`config.mk`:
```
export PLATFORM = sky130hd
export DESIGN_NAME = i2s_dac_tx
export DESIGN_NICKNAME = d
export VERILOG_FILES = /design/src/rtl/i2s_dac_tx.sv
export SDC_FILE = /design/constraint.sdc
export NUM_CORES = 1
export LEC_CHECK = 0
export CAP_MARGIN = 20
export CORE_MARGIN = 2
export CORE_UTILIZATION = 63
export DETAILED_ROUTE_END_ITERATION = 7
export GPL_TIMING_DRIVEN = 0
export PLACE_DENSITY = 0.84
export SLEW_MARGIN = 0
export SYNTH_ARGS = -nofsm -noshare
export SYNTH_HDL_FRONTEND = slang
export SYNTH_SLANG_ARGS = --single-unit
```
`constraint.sdc`:
```
create_clock -name clk -period 6 [get_ports clk]
set_input_delay 1.8 -clock clk [delete_from_list [all_inputs] [get_ports clk]]
set_output_delay 1.8 -clock clk [all_outputs]
set_load 0.005 [all_outputs]
```
`src/rtl/i2s_dac_tx.sv`:
```
// i2s_dac_tx: mono Philips-I2S serializer for the trumpet DSP output stage.
// Samples enter through a valid/ready FIFO. Each popped sample is sent on both
// the left and right slots of a 2 x 16-bit frame.
module i2s_dac_tx #(
  parameter int DATA_W     = 16,
  parameter int CLK_DIV    = 2,
  parameter int FIFO_DEPTH = 4
) (
  input  logic                          clk,
  input  logic                          rst_n,
  input  logic                          enable,
  input  logic [DATA_W-1:0]             in_sample,
  input  logic                          in_valid,
  output logic                          in_ready,
  output logic [$clog2(FIFO_DEPTH):0]   fifo_level,
  output logic                          i2s_bclk,
  output logic                          i2s_lrclk,
  output logic                          i2s_sdata,
  output logic                          underrun
);

  localparam int PTR_W = $clog2(FIFO_DEPTH);
  localparam int DIV_W = (CLK_DIV > 1) ? $clog2(CLK_DIV) : 1;
  localparam logic [DIV_W-1:0] DIV_LAST   = DIV_W'(CLK_DIV - 1);
  localparam logic [PTR_W:0]   LEVEL_FULL = (PTR_W + 1)'(FIFO_DEPTH);

  logic [DIV_W-1:0]    div_cnt;
  logic [4:0]          bit_cnt;
  logic [4:0]          bit_cnt_nxt;
  logic [2*DATA_W-1:0] shreg;
  logic [DATA_W-1:0]   mem [FIFO_DEPTH];
  logic [PTR_W-1:0]    wr_ptr;
  logic [PTR_W-1:0]    rd_ptr;
  logic [PTR_W:0]      level;
  logic [DATA_W-1:0]   load_word;
  logic                tick;
  logic                fall_evt;
  logic                load;
  logic                fifo_empty;
  logic                push;
  logic                pop;

  // A load happens on the fall event that moves the bit counter onto slot 1.
  // Slot 0 carries the previous right LSB; this is the one-bit I2S delay.
  assign tick        = (div_cnt == DIV_LAST);
  assign fall_evt    = tick && i2s_bclk;
  assign bit_cnt_nxt = bit_cnt + 5'd1;
  assign load        = fall_evt && (bit_cnt_nxt == 5'd1);

  // Push and pop are both decided from the registered occupancy.
  // An empty FIFO at a load therefore underruns even if a push lands in that clk.
  assign fifo_empty = (level == '0);
  assign in_ready   = (level != LEVEL_FULL);
  assign push       = in_valid && in_ready;
  assign pop        = load && enable && !fifo_empty;
  assign fifo_level = level;

  // Select the word for the coming frame: the FIFO head when popping, otherwise silence.
  always_comb begin
    load_word = '0;
    if (pop) begin
      load_word = mem[rd_ptr];
    end
  end

  // Bit-clock divider: toggle bclk every CLK_DIV clks.
  always_ff @(posedge clk) begin
    if (!rst_n) begin
      div_cnt  <= '0;
      i2s_bclk <= 1'b0;
    end else if (tick) begin
      div_cnt  <= '0;
      i2s_bclk <= ~i2s_bclk;
    end else begin
      div_cnt  <= div_cnt + DIV_W'(1);
    end
  end

  // Serial outputs change only on bclk falls, so they are stable when the DAC samples on the rise.
  always_ff @(posedge clk) begin
    if (!rst_n) begin
      bit_cnt   <= '0;
      shreg     <= '0;
      i2s_lrclk <= 1'b0;
      i2s_sdata <= 1'b0;
    end else if (fall_evt) begin
      bit_cnt   <= bit_cnt_nxt;
      i2s_lrclk <= bit_cnt_nxt[4];
      if (load) begin
        shreg     <= {load_word, load_word};
        i2s_sdata <= load_word[DATA_W-1];
      end else begin
        shreg     <= {shreg[2*DATA_W-2:0], 1'b0};
        i2s_sdata <= shreg[2*DATA_W-2];
      end
    end
  end

  // Flag a starved load with a one-clk pulse; a muted load is not a starved load.
  always_ff @(posedge clk) begin
    if (!rst_n) begin
      underrun <= 1'b0;
    end else begin
      underrun <= load && enable && fifo_empty;
    end
  end

  // FIFO pointers and occupancy; the pointers wrap because the depth is a power of two.
  always_ff @(posedge clk) begin
    if (!rst_n) begin
      wr_ptr <= '0;
      rd_ptr <= '0;
      level  <= '0;
    end else begin
      if (push) begin
        wr_ptr <= wr_ptr + PTR_W'(1);
      end
      if (pop) begin
        rd_ptr <= rd_ptr + PTR_W'(1);
      end
      case ({push, pop})
        2'b10:   level <= level + (PTR_W + 1)'(1);
        2'b01:   level <= level - (PTR_W + 1)'(1);
        default: level <= level;
      endcase
    end
  end

  // Sample storage; it needs no reset because the occupancy decides what is valid.
  always_ff @(posedge clk) begin
    if (push) begin
      mem[wr_ptr] <= in_sample;
    end
  end

endmodule

```
==> results.sh <==
export IMPL_drv_slew=0
export IMPL_hold_end="shreg[5]$_SDFFE_PN0P_"
export IMPL_hp_class="reg2reg"
export IMPL_antenna_found_initial=0
export IMPL_cp_slowest_cell="clkdlybuf4s50_1"
export IMPL_area_growth_pct=21.9
export IMPL_setup_viol_count_final=0
export IMPL_antenna_left=0
export IMPL_yosysTopAreaCell="edfxtp_1"
export IMPL_skew_ps=7.72
export IMPL_fin_ws_ps=1840
export IMPL_die_width_um=88.0
export IMPL_ys_top_cells_by_area="edfxtp_1 (43%), dfxtp_1 (22%), mux4_2 (8.1%), a21oi_1 (4.5%), o21ai_0 (3.9%)"
export IMPL_grt_remaining_overflow=0
export IMPL_cts_root_buf="clkbuf_8"
export IMPL_layout_min_cycle_time_ps=4160
export IMPL_synth_cell_type_count=35
export IMPL_core_area_mm2=0.00679
export IMPL_r2r_start="bit_cnt[1]$_SDFFE_PN0P_"
export IMPL_path_class="in2reg"
export IMPL_syn_cell_area_mm2=0.00445
export IMPL_vias=2885
export IMPL_wl_per_cell_um=18.3
export IMPL_cpPeakStageDelay_ps=480
export IMPL_maxSlewHeadroom=0.405
export IMPL_peakVddDrop_v=0.000339
export IMPL_dr_pass1_iters=4
export IMPL_worst_slew_pin_slew_ps=892
export IMPL_cellPowerDensity_mw_per_mm2=371
export IMPL_rsz0062_at_grt="no"
export IMPL_die_area_mm2=0.00775
export IMPL_nNetsFinal=413
export IMPL_fin_crit_sh=0.693
export IMPL_synth_compound_area_frac=0.112
export IMPL_hold_buffers=0
export IMPL_numCtsBuffers=17
export IMPL_startpoint_type="input pin"
export IMPL_grt_max_degree=17
export IMPL_cp_max_fo=10
export IMPL_critPathCaptureType="flip-flop"
export IMPL_synth_nets=368
export IMPL_synthAdderAreaFrac=0.0242
export IMPL_drt_iter0_drc=219
export IMPL_drc=0
export IMPL_ys_seq_area_frac=0.653
export IMPL_drive_gt1_frac=0.159
export IMPL_yosysWarningCount=0
export IMPL_finalSetupTns_ps=0
export IMPL_synth_top_area_share=0.432
export IMPL_n_fill_cell=374
export IMPL_crit_arrival_ps=4600
export IMPL_cts_buffer_depth=2
export IMPL_cts_tree="yes"
export IMPL_dpl_worst_slack_ps=1330
export IMPL_cts_resized=0
export IMPL_synth_simple_area_share=0.0847
export IMPL_antenna_cells=0
export IMPL_crit_required_ps=6450
export IMPL_io_pins=28
export IMPL_fmax_mhz=241
export IMPL_worst_hold_path_num_cells=2
export IMPL_hold_violations=0
export IMPL_dieHeight_um=88.0
export IMPL_avgViaCountPerCell=5.85
export IMPL_worstSkewPairLatency_ps=520
export IMPL_wl_um=9000
export IMPL_regToRegSetupSlack_ps=2910
export IMPL_syn_avg_cell_area_um2=13.1
export IMPL_grt_pass1_vias=2990
export IMPL_io_buffers=26
export IMPL_place_congestion=0.850
export IMPL_cts_setup_buffers=0
export IMPL_ys_seq_elements=113
export IMPL_grt_usage=0.262
export IMPL_clk_pin_slew_ps=60
export IMPL_synth_xor_area_frac=0.0158
export IMPL_r2r_end="fifo_level[2]$_SDFFE_PN0P_"
export IMPL_h_tree_depth=4
export IMPL_start_util=0.655
export IMPL_cellLeakagePower_nw=1.87
export IMPL_core_rowCount=30
export IMPL_grt_pass1_wl_um=14600
export IMPL_min_delay_start="shreg[4]$_SDFFE_PN0P_"
export IMPL_cap_violations=0
export IMPL_r2r_cells=11
export IMPL_hpwlAfterDp_um=5250
export IMPL_synth_top_family_by_area="compound AO/OA/AOI/OAI gates"
export IMPL_status="complete, no violations"
export IMPL_cts_sinks=113
export IMPL_synth_mux_area_frac=0.0833
export IMPL_syn_inst=340
export IMPL_path_cells="clkdlybuf4s50_1 > nand2_1 > or4_1 > o21ai_4 > and2_1 > ha_1 > inv_1 > fa_1 > xor2_1 > or3_1 > a21boi_0"
[placed cells by master, fill, tap and decap left out, types with 3 or more instances in the layout]
cell	n
and3_1	4
a21oi_2	8
buf_2	4
inv_1	8
o21ai_0	35
clkdlybuf4s50_1	26
nand3_1	7
edfxtp_1	64
clkbuf_1	10
nor2_1	3
clkbuf_16	16
bufinv_16	3
a21oi_1	40
inv_6	4
dfxtp_1	49
nand2_1	42
and2_1	11
a21boi_0	3
mux4_2	16
ha_1	7
xnor2_1	6
clkinv_4	4
[cells by family (layout without fill, tap and decap cells)]
| family | after synthesis | after routing |
|---|---|---|
| mux | 17 | 17 |
| buf+inv | 26 | 83 |
| flops | 113 | 113 |
| simple gates | 79 | 79 |
| compound gates | 89 | 89 |
| xor+xnor | 8 | 8 |
| fa+ha+maj | 8 | 8 |
[worst max-delay path: cells and delay by family]
kind	cells	cell delay [ps]
simple gates	4	1040
fa+ha+maj	2	570
buf+inv	2	540
compound gates	2	490
xor+xnor	1	160
[how the worst max path moves through the flow]
| stage | to | depth (start not counted) | start | slack [ps] |
|---|---|---|---|---|
| 2_1_floorplan | fifo_level[2]$_SDFFE_PN0P_ | 10 | enable | 2030 |
| 3_3_place_gp | fifo_level[2]$_SDFFE_PN0P_ | 11 | enable | 1410 |
| 3_5_place_dp | fifo_level[2]$_SDFFE_PN0P_ | 11 | enable | 1330 |
| 4_1_cts | fifo_level[2]$_SDFFE_PN0P_ | 11 | enable | 1870 |
| 5_1_grt | fifo_level[2]$_SDFFE_PN0P_ | 11 | enable | 1710 |
| 6_report | fifo_level[2]$_SDFFE_PN0P_ | 11 | enable | 1840 |
[report_power, final]
group,internal [W],leakage (nW),switching [W]
Combinational,0.0000533,0.594,0.0000726
Clock,0.000636,0.286,0.000372
Sequential,0.000859,0.986,0.0000168
[metrics by stage]
step                       util  instances  power (W)  hold slack (ps)  cell area (um2)
after floorplan               -        340   0.000963              431             4450
after global placement    0.710        462    0.00101              438             4830
after detailed placement  0.710        462    0.00101              445             4830
after CTS                 0.798        493    0.00202              452             5420
after global routing      0.798        493    0.00207              479             5420
final                     0.798        493    0.00201              450             5420
[state kept, by name, summed over array words and instances, names as in the netlist, named ones only]
register	flops
i2s_lrclk	1
fifo_level	3
bit_cnt	4
shreg	31
underrun	1
i2s_bclk	1
div_cnt	1
i2s_sdata	1
mem	64
rd_ptr	2
wr_ptr	2
[per-layer routing]
layer	track usage	wire length, um	vias up
met4	0.139	196	0
met1	0.323	3670	1392
met5	0	0	-
met2	0.411	4540	137
li1	-	-	1336
met3	0.0905	594	20
[final cells by class]
type                            count  area [um2]  share of cell area
Sequential cell                   113        2900               0.535
Multi-Input combinational cell    201        1420               0.262
Clock buffer                       17         414              0.0764
Timing Repair Buffer               26         260              0.0480
Clock inverter                     14         180              0.0332
Tap cell                           96         120              0.0222
Buffer                             18        92.6              0.0171
Inverter                            8        30.0             0.00554
[Yosys cell counts, drive strengths merged]
cell type   n
mux2i       1
dfxtp      49
or4         2
xor2        2
and2       12
a21boi      3
fa          1
buf         8
inv         8
nand3       7
mux4       16
and3        4
a21oi      48
ha          7
xnor2       6
nand4b      1
or3         2
nor2b       1
nand2b      1
edfxtp     64
o21a        1
o21ai      37
nor2        3
nand4       2
clkbuf     10
nand2      43
nor3        1
(Power assumes the default switching activity.)
